[src/rtl/bit_serializer.sv]
// bit_serializer: parallel-to-serial shifter with a one-word hold buffer for gapless streaming
module bit_serializer #(
    parameter int WIDTH     = 8,
    parameter bit MSB_FIRST = 1'b1,
    parameter bit IDLE_BIT  = 1'b0
) (
    input  logic             clk,
    input  logic             rst,
    input  logic [WIDTH-1:0] din,
    input  logic             din_valid,
    output logic             din_ready,
    output logic             ser_out,
    output logic             ser_valid,
    output logic             word_done,
    output logic             busy
);
    localparam int CW = $clog2(WIDTH);
    localparam logic [CW-1:0] LAST = CW'(WIDTH - 1);

    typedef enum logic {IDLE, SHIFT} state_t;

    state_t           state, state_n;
    logic [CW-1:0]    cnt, cnt_n;
    logic [WIDTH-1:0] sh, sh_n, hold, hold_n, shifted;
    logic             hold_full, hold_full_n;
    logic             xfer, last;

    // The bit on the wire always sits at one end of the shift register, so the
    // serial outputs depend only on registered state.
    assign shifted   = MSB_FIRST ? {sh[WIDTH-2:0], 1'b0} : {1'b0, sh[WIDTH-1:1]};
    assign din_ready = !hold_full;
    assign xfer      = din_valid && din_ready;
    assign last      = cnt == LAST;
    assign busy      = state == SHIFT;
    assign ser_valid = busy;
    assign word_done = busy && last;
    assign ser_out   = busy ? (MSB_FIRST ? sh[WIDTH-1] : sh[0]) : IDLE_BIT;

    // Next-state: load on idle transfer, shift mid-word, refill from hold or din at the word boundary
    always_comb begin
        state_n     = state;
        cnt_n       = cnt;
        sh_n        = sh;
        hold_n      = hold;
        hold_full_n = hold_full;
        if (state == IDLE) begin
            if (xfer) begin
                sh_n    = din;
                cnt_n   = '0;
                state_n = SHIFT;
            end
        end else if (!last) begin
            sh_n  = shifted;
            cnt_n = cnt + 1'b1;
            if (xfer) begin
                hold_n      = din;
                hold_full_n = 1'b1;
            end
        end else if (hold_full) begin
            sh_n        = hold;
            hold_full_n = 1'b0;
            cnt_n       = '0;
        end else if (xfer) begin
            sh_n  = din;
            cnt_n = '0;
        end else begin
            cnt_n   = '0;
            state_n = IDLE;
        end
    end

    // State register; reset discards any word in flight or held
    always_ff @(posedge clk) begin
        if (rst) begin
            state     <= IDLE;
            cnt       <= '0;
            sh        <= '0;
            hold      <= '0;
            hold_full <= 1'b0;
        end else begin
            state     <= state_n;
            cnt       <= cnt_n;
            sh        <= sh_n;
            hold      <= hold_n;
            hold_full <= hold_full_n;
        end
    end
endmodule

[config.mk]
export PLATFORM = sky130hd
export DESIGN_NAME = bit_serializer
export DESIGN_NICKNAME = d
export VERILOG_FILES = /design/src/rtl/bit_serializer.sv
export SDC_FILE = /design/constraint.sdc
export NUM_CORES = 1
export LEC_CHECK = 0
export ABC_AREA = 0
export CORE_MARGIN = 4
export CORE_UTILIZATION = 40
export CTS_BUF_LIST = sky130_fd_sc_hd__clkbuf_4
export DETAILED_ROUTE_END_ITERATION = 8
export PLACE_DENSITY = 0.63
export SETUP_SLACK_MARGIN = 0.1
export SLEW_MARGIN = 20
export SYNTH_ARGS = -nofsm -noshare
export SYNTH_HDL_FRONTEND = slang
export SYNTH_SLANG_ARGS = --single-unit
[constraint.sdc]
create_clock -name clk -period 4.05 [get_ports clk]
set_clock_uncertainty 0.05 [all_clocks]
set_input_delay 0.81 -clock clk [delete_from_list [all_inputs] [get_ports clk]]
set_output_delay 0.81 -clock clk [all_outputs]
set_load 0.005 [all_outputs]
# After elaboration in Yosys (flattened, before gate mapping)
# Cells that the tools add are included.
# Widths: inputs -> output; s select.
word_totals:
  ff_bits: 21
  latch_bits: 0
  mem_bits_rw: 0
  romBits: 0
  input_bits: 11
  wordCells: 29
  n_memories: 0
op_classes:
  addsub: 1
  mul: 0
  div: 0
  order_cmp: 0
  n_eq_ne: 1
  n_shift: 0
  mux: 14
  n_bitwise: 1
  reduce_logical: 7
ops:
  columns: ["operator", "count"]
  rows:
  - ["$mux 8", 4]
  - ["$mux 3", 3]
  - ["$mux 1", 7]
  - ["$reduce_bool 2->1", 2]
  - ["$add 3x1->3 const B", 1]
  - ["$eq 3x3->1 const B", 1]
  - ["$reduce_and 3->1", 1]
  - ["$logic_and 1x1->1", 2]
  - ["$reduce_and 2->1", 1]
  - ["$logic_not 1->1", 1]
  - ["$not 1->1", 1]

# Longest topological paths before layout
logic_depth:
  ltp_word: 6
  depth_mapped: 7
  ltp_nobuf: 5

# Worst setup path before layout
# No wires, ideal clock.
synth_timing:
  path_type: "register to output"
  from: "register cnt[0]"
  to: "output port word_done"
  t_arrival_ns: 0.991
  required_ns: 3.190
  setup_slack_ns: 2.199
  path_stages_with_launch: 5
  path_buffers: 1
  path_cell_list: "dfxtp_1 > ha_1 > ha_1 > buf_6 > and2_1"
synth_between:
  elab_chain_len: 2
synth_lines:
  columns: ["element", "line", "rtl"]
  rows:
  - ["start: declaration", "23", "logic [CW-1:0] cnt, cnt_n;"]
  - ["start signal: assignment", "82", "cnt <= cnt_n;"]
  - ["$eq 3x3->1", "33", "assign last = cnt == LAST;"]
  - ["$logic_and 1x1->1", "36", "assign word_done = busy && last;"]
  - ["end: declaration", "14", "output logic word_done,"]
# Every way passes these cells.

# Final worst setup path
# Ends and elaborated chain as after synthesis.

==> metrics.csv <==
metric,value,unit
Final Max Slew Viols,0,
Max-slew headroom,47.5,%
share of cells above drive strength 1,12.3,%
clock transition at the registers of the reported paths,120,ps
largest cells by area after synthesis,"dfxtp_1, mux2i_1, a31o_2, a21oi_1, ha_1",
"commonest non-fill, non-tap cells in the layout","mux2i_1, dfxtp_1, clkdlybuf4s50_1",
critical path peak fanout,10,
Setup Buffers After CTS,0,
gr ovfl total,0,
post-cts repair resize count,0,
IO Count,16,
Mean Syn Cell Area,10.2,µm²
drc violations,0,
WP data required,3190,ps
largest area contributor in the netlist,dfxtp_1,
"commonest non-fill, non-tap cell in the layout",mux2i_1,
"Distinct cells, synth",26,
number of buffers created by CTS,3,
Fill cells,258,
startpoint types,register,
Die ar.,0.00353,mm²
multi-input logic area,548,µm²
hold depth,2,
vias in the first global route,730,
vias post-DR,749,
row cnt,18,
pin count of the biggest net entering global routing,22,
IO Port Bufs,15,
initial core utilization,42.3,%
nets,129,
Tmin final,2900,ps
Syn Nets,118,
DR pass1 iterations,2,
Synth top area share,39.8,%
max_cap viols,0,
TritonCTS clock tree,built,
Finished Layout Cells,144,
Max Clock Freq,0.345,GHz
"Cell Area, Synth",0.00106,mm²
sequential fraction of the synthesis area,39.8,%
Ys Warns,0,
P per Cell Area,339,mW/mm²
Peak VDD IR,0.203,mV
Cells after Synth,104,
FF+latch area,420,µm²
initial drt markers,9,
setup_tns,0,ps
die height,59.4,µm
H-tree levels,1,
via/cell ratio,5.20,
core area,0.00250,mm²
status,completed,
R2R cell count,5,
worst-margin pin slew,785,ps
endpoints failing setup,0,
Syn-to-layout area delta,12.9,%
first-pass GRT wire length,3250,µm
gpl congestion,0.696,
RSZ-0062 raised after global routing,no,
count of placed standard cells including taps,140,
crit path capture type,output port,
antenna diode count,0,
Leak Pwr,0.452,nW
clock tree root buffer cell,clkbuf_4,
Routed WL per cell,13.0,µm
Final Cycle Share,71.7,%
Final ANT Viol Nets,0,
dpl hpwl,1270,µm
Final Hold Fails,0,
Hold Path Class,reg -> reg,
Total GRT Usage,12.1,%
clock buffer depth,2,
Worst Path Arrival,2040,ps
Seq cells post-synth,21,
Die Wd,59.4,µm
initial antenna violation count,0,
Setup CP Type,reg -> out,
clock sinks,21,
WL final,1870,µm
clock latency on the worst-skew pair,300,ps
hold_buf cts,0,
-- logic make-up after synthesis --
group / synth area share (%)
buf+inv: 8.40
compound gates: 14.2
mux: 21.8
flops: 39.8
fa+ha+maj: 3.55
simple gates: 12.3
-- worst max-delay path: stages (launching register included) --
cell	delay [ps]
dfxtp_1	370
ha_1	180
ha_1	490
and2_1	200
clkdlybuf4s50_1	500
-- power breakdown --
part           leakage [nW]  internal (W)   total, W  switching (W)
Combinational         0.261     0.0000381  0.0000658      0.0000277
Clock                0.0184     0.0000450   0.000106      0.0000614
Sequential            0.172      0.000220   0.000232      0.0000117
Total                 0.452      0.000303   0.000404       0.000101
-- stage by stage --
| stage | power (W) | util [%] | hold WS [ps] | setup WS, ps | area (µm²) |
|---|---|---|---|---|---|
| finish | 0.000404 | 47.7 | 444 | 1150 | 1190 |
| global route | 0.000430 | 47.7 | 480 | 1010 | 1190 |
| CTS | 0.000410 | 47.7 | 450 | 1120 | 1190 |
| detailed placement | 0.000304 | 46.5 | 421 | 1480 | 1160 |
| global placement | 0.000303 | 46.5 | 409 | 1510 | 1160 |
| floorplan | 0.000285 | - | 402 | 2200 | 1060 |
-- cells in the mapped netlist, drive strengths merged --
cell type / instances
nor2: 9
buf: 8
and2b: 1
dfxtp: 21
a21oi: 11
inv: 2
and4bb: 1
mux2i: 23
a31o: 7
a211oi: 1
nand3: 2
nor2b: 1
nor3b: 1
o21ai: 1
ha: 3
a31oi: 1
nand2: 5
a2111oi: 1
nand2b: 2
clkbuf: 1
and2: 2
-- worst paths after layout --
check        slack (ps)   endpoint    from
max                1150  word_done  cnt[0]
min                 440     cnt[1]  cnt[1]
max reg2reg        2040       busy  cnt[0]
min reg2reg         440     cnt[1]  cnt[1]
-- sequential cells by signal, summed over array words and instances, names as in the netlist --
name	flops
busy	1
cnt	3
hold_full	1
hold	8
sh	8
-- final cells by class --
class	count	area share (%)
Tap cell	30	3.14
Multi-Input combinational cell	72	45.9
Sequential cell	21	35.2
Inverter	2	0.629
Clock buffer	4	2.52
Timing Repair Buffer	15	12.6
-- metal layers --
metal / vias to the layer above / track usage [%] / routed length [µm]
met4: 0 / 5.83 / 19
met3: 2 / 2.40 / 74
met2: 8 / 19.0 / 865
met5: - / 0 / 0
met1: 347 / 15.7 / 906
li1: 392 / - / -
Power figures use the tool's default switching activity.
==> variant 1, RTL diff (same settings) <==
Set the parameter `WIDTH` to 16 (it was 8).
--- a/src/rtl/bit_serializer.sv
+++ b/src/rtl/bit_serializer.sv
@@ -1,6 +1,6 @@
 // bit_serializer: parallel-to-serial shifter with a one-word hold buffer for gapless streaming
 module bit_serializer #(
-    parameter int WIDTH     = 8,
+    parameter int WIDTH     = 16,
     parameter bit MSB_FIRST = 1'b1,
     parameter bit IDLE_BIT  = 1'b0
 ) (
Interface: changed (resized din); port bits go from 16 to 24. The function was not compared with the original's and may differ.
==> variant 1 against the unedited design <==
Fmax up 2.2%. Sequential cell count up 17. Via count rose to 2.6 times the old value. Power up 87%. Area after synthesis up 110%. Worst setup slack better by 0.061 ns. Wire length rose to 2.9 times the old value. Die area up 90%. Final area up 100%.
==> variant 1: results (changes against the unedited design) <==
- DR pass1 iterations: 4 (+2)
- Detail Placement HPWL: 3190 µm (+150%)
- Hold WC Path Type: flop to flop
- Worst hold stages: 2 (unchanged)
- Max stage delay on crit path: 0.55 ns (+0.05 ns)
- Post-CTS setup buffers: 0 (unchanged)
- Max-slew headroom: 0.397 (-0.0786)
- 1st-iter DRT viols: 137 (+128)
- Sequential share of the synthesized area: 0.348 (-0.0494)
- R2R Path Start: hold_full
- Warnings from Yosys: 0 (unchanged)
- Top cells by area, synth: dfxtp_1, a31oi_1, nand3_1
- Gate Count Post-Synth: 257 (+150%)
- Vias in the first global route: 1783 (+140%)
- Reg clk slew, reported paths: 0.10 ns (-0.02 ns)
- Worst hold endpoint: hold[15]
- Port bufs: 23 (+8)
- PostCTS Resize Cnt: 0 (unchanged)
- Syn Nets: 277 (+130%)
- Worst skew pair latency: 0.33 ns (+0.03 ns)
- Outcome: finished, final reports clean
- Min-Delay Startpoint: hold[15]
- Largest net degree at the start of global routing: 51 (+130%)
- WL final: 5470 µm (+190%)
- First-pass GRT wire length: 8960 µm (+180%)
- Crit. Startpoint: cnt[0]
- R2R Path End: sh[0]
- Share of layout cells above drive strength 1: 0.118 (-0.00449)
- All-Layer GR Usage: 0.171 (+0.0497)
- Leakage Power: 0.764 nW (+69%)
- Fin cells: 332 (+130%)
- Commonest cells in the netlist: dfxtp_1, nand3_1, a31oi_1
- # diodes: 0 (unchanged)
- Largest fanout on the critical path: 18 (+8)
- TritonCTS Buffers: 5 (+2)
- Top Registers: hold x16, sh x16, cnt x4
- Root Driver: clkbuf_4
- Gpl congestion: 0.738 (+6.0%)
- Maximum vdd drop: 0.169 mV (-17%)
- Vias per std cell: 5.92 (+14%)
- Unique masters post-synth: 32 (+23%)
- Post-synth EDFFs: 0 (unchanged)
- WP data arrival: 1.98 ns (-0.06 ns)
- Htree depth: 2 (+1)
- Worst hold slack: 0.425 ns (-0.0192 ns)
- R2r setup slk: 1.95 ns (-0.09 ns)
- Worst R2R Path Depth: 4 (-1)
-- variant 1: changes by cell type after synthesis, moves of 15 or more --
cell,change
nand2b_1,+16
a31oi_1,+30
dfxtp_1,+17
mux2_2,+15
mux2i_1,-22
nand3_1,+32
o211ai_1,+15
-- variant 1: layout make-up --
type                            instances  area [µm²]
Fill cell                             514        2780
Inverter                                2        7.51
Multi-Input combinational cell        186        1240
Tap cell                               70        87.6
Sequential cell                        38         761
Timing Repair Buffer                   29         275
Clock buffer                            7        52.6
-- variant 1: kinds of logic (layout without fill, tap and decap cells) --
logic type      Yosys count  count (layout)  share of synthesized area
buf+inv                  33              38                     0.0836
simple gates             81              81                      0.239
flops                    38              38                      0.348
compound gates           88              88                      0.242
fa+ha+maj                 1               1                    0.00573
mux                      16              16                     0.0819
-- variant 1: metal layers --
layer / vias up / GRT usage / wire (µm)
li1: 986 / - / -
met1: 934 / 0.228 / 2690
met2: 39 / 0.277 / 2550
met3: 5 / 0.0340 / 186
met4: 0 / 0.0515 / 46
met5: - / 0 / 0
-- variant 1: critical path, delay by kind of cell (launching register included) --
kind,cells,cell delay (ns)
fa+ha+maj,1,0.26
simple gates,1,0.21
flops,1,0.40
buf+inv,2,0.79
-- variant 1: where the power goes --
part | internal [mW] | total [mW] | switching (mW) | leakage [nW]
clock | 0.0790 | 0.197 | 0.118 | 0.0322
combinational | 0.0695 | 0.150 | 0.0804 | 0.422
sequential | 0.395 | 0.408 | 0.0131 | 0.310
-- variant 1: through the flow --
| step | worst slack (ns) | cell area, µm² | power (mW) |
|---|---|---|---|
| finish | 1.21 | 2420 | 0.755 |
| global route | 1.08 | 2420 | 0.796 |
| CTS | 1.17 | 2420 | 0.767 |
| detailed placement | 1.02 | 2370 | 0.564 |
| global placement | 1.05 | 2370 | 0.563 |
| floorplan | 2.16 | 2180 | 0.521 |
-- variant 1: worst max-delay path by stage --
stage | to | depth (start not counted)
final | word_done | 4
after global routing | word_done | 4
after CTS | word_done | 4
after detailed placement | hold[4] | 4
after global placement | cnt[3] | 4
after floorplan | word_done | 4
==> variant 2, RTL diff (config.mk and constraints unchanged) <==
Without the edit above. Take the reset off `hold` and load it in a clocked block of its own.
--- a/src/rtl/bit_serializer.sv
+++ b/src/rtl/bit_serializer.sv
@@ -75,15 +75,17 @@
             state     <= IDLE;
             cnt       <= '0;
             sh        <= '0;
-            hold      <= '0;
             hold_full <= 1'b0;
         end else begin
             state     <= state_n;
             cnt       <= cnt_n;
             sh        <= sh_n;
-            hold      <= hold_n;
             hold_full <= hold_full_n;
         end
     end
+
+    always_ff @(posedge clk) begin
+        hold <= hold_n;
+    end
 endmodule
 
Formal check against the unedited RTL: same outputs for any inputs over 10 cycles, from zero or initial values and one cycle with rst high; that may be too few to reach the edited logic, so the function may still have changed.
==> variant 2 against the unedited design <==
Sequential cell count unchanged. Largest cell class is now flip-flops and latches. Worst setup slack improved by 0.14 ns. Largest power group unchanged. Critical path type unchanged. Wire length up 2.3%. Synthesized cell count fell by 19%. Critical path depth up 1. Sequential power is 6% higher. Core utilization rose by 2.6 points. Final area shrank 4.1%. Worst hold slack better by 0.0032 ns. Register-to-register slack gained 0.38 ns. Area after synthesis decreased by 6.9%. Power increased by 1.7%. Combinational power down 9.6%.
==> variant 2: results (changes against the unedited design) <==
- Outcome: finished, final reports clean
- Via count: 709 (-5.3%)
- Psw: 0.0996 mW (-1.3%)
- Top cells by area, synth: dfxtp_1, edfxtp_1, mux2i_1
- Largest fanout on the critical path: 7 (-3)
- Non-clock inverters: 4 (+2)
- FF/Latch Area: 500 µm² (+19%)
- Clock-cell share: 0.0262 (+0.00107)
- WL final: 1910 µm (+2.3%)
- Share of layout cells above drive strength 1: 0.0808 (-0.0420)
- Sequential share of the synthesized area: 0.508 (+0.111)
- Vias in the first global route: 680 (-6.8%)
- #MultiIn Comb: 54 (-25%)
- Largest net degree at the start of global routing: 17 (-23%)
- Multi-input gate area: 407 µm² (-26%)
- First-pass GRT wire length: 3260 µm (+0.43%)
- Maximum vdd drop: 0.227 mV (+12%)
- Leakage Power: 0.419 nW (-7.3%)
- R2R Path Start: busy
- Gpl congestion: 0.803 (+15%)
- Max-slew headroom: 0.651 (+0.175)
- Pre-CTS WS: 1.63 ns (+0.146 ns)
- 1st-iter DRT viols: 15 (+6)
- Signal buffers: 16 (+1)
- Final net count: 114 (-12%)
- Non-clk buf share: 0.138 (+0.0119)
- Detail Placement HPWL: 1350 µm (+6.8%)
- DR pass1 iterations: 4 (+2)
- Unique masters post-synth: 29 (+12%)
## variant 2: critical path: stages (launching register included)
cell             delay [ns]
dfxtp_1                0.37
ha_1                   0.18
ha_1                   0.26
inv_1                  0.16
nor2_1                 0.12
clkdlybuf4s50_1        0.50
## variant 2: stage by stage
stage	cell area, µm²	std cells	hold WS (ns)	total power, mW
6_report	1140	127	0.447	0.411
3_5_place_dp	1110	123	0.436	0.309
2_1_floorplan	985	84	0.402	0.289
3_3_place_gp	1110	123	0.411	0.309
4_1_cts	1140	127	0.452	0.415
5_1_grt	1140	127	0.459	0.433
## variant 2: per-layer routing
| metal | share of wire | track usage |
|---|---|---|
| met2 | 0.44 | 0.187 |
| met1 | 0.44 | 0.173 |
| met5 | 0 | 0 |
| met3 | 0.099 | 0.0468 |
| met4 | 0.021 | 0.0596 |
## variant 2: cells by family after synthesis
group,count (synthesis),share of synthesized area
AO/OA/AOI/OAI,23,0.179
AND/OR/NAND/NOR,22,0.135
flip-flops,21,0.508
buffers and inverters,9,0.0788
multiplexers,6,0.0610
adder cells (fa/ha/maj),3,0.0381
## variant 2: power by group through the flow
stage	Sequential (mW)	Combinational (mW)	Clock, mW
final	0.245	0.0595	0.107
after global routing	0.247	0.0659	0.120
after CTS	0.245	0.0599	0.111
after detailed placement	0.249	0.0597	0
after global placement	0.249	0.0595	0
after floorplan	0.244	0.0456	0
## variant 2: final timing paths
path / endpoint / slack (ns) / cells after the start
setup reg to reg: hold[1] / 2.42 / 3
setup / recovery: word_done / 1.29 / 5
hold / removal: cnt[1] / 0.45 / 2
hold reg to reg: cnt[1] / 0.45 / 2
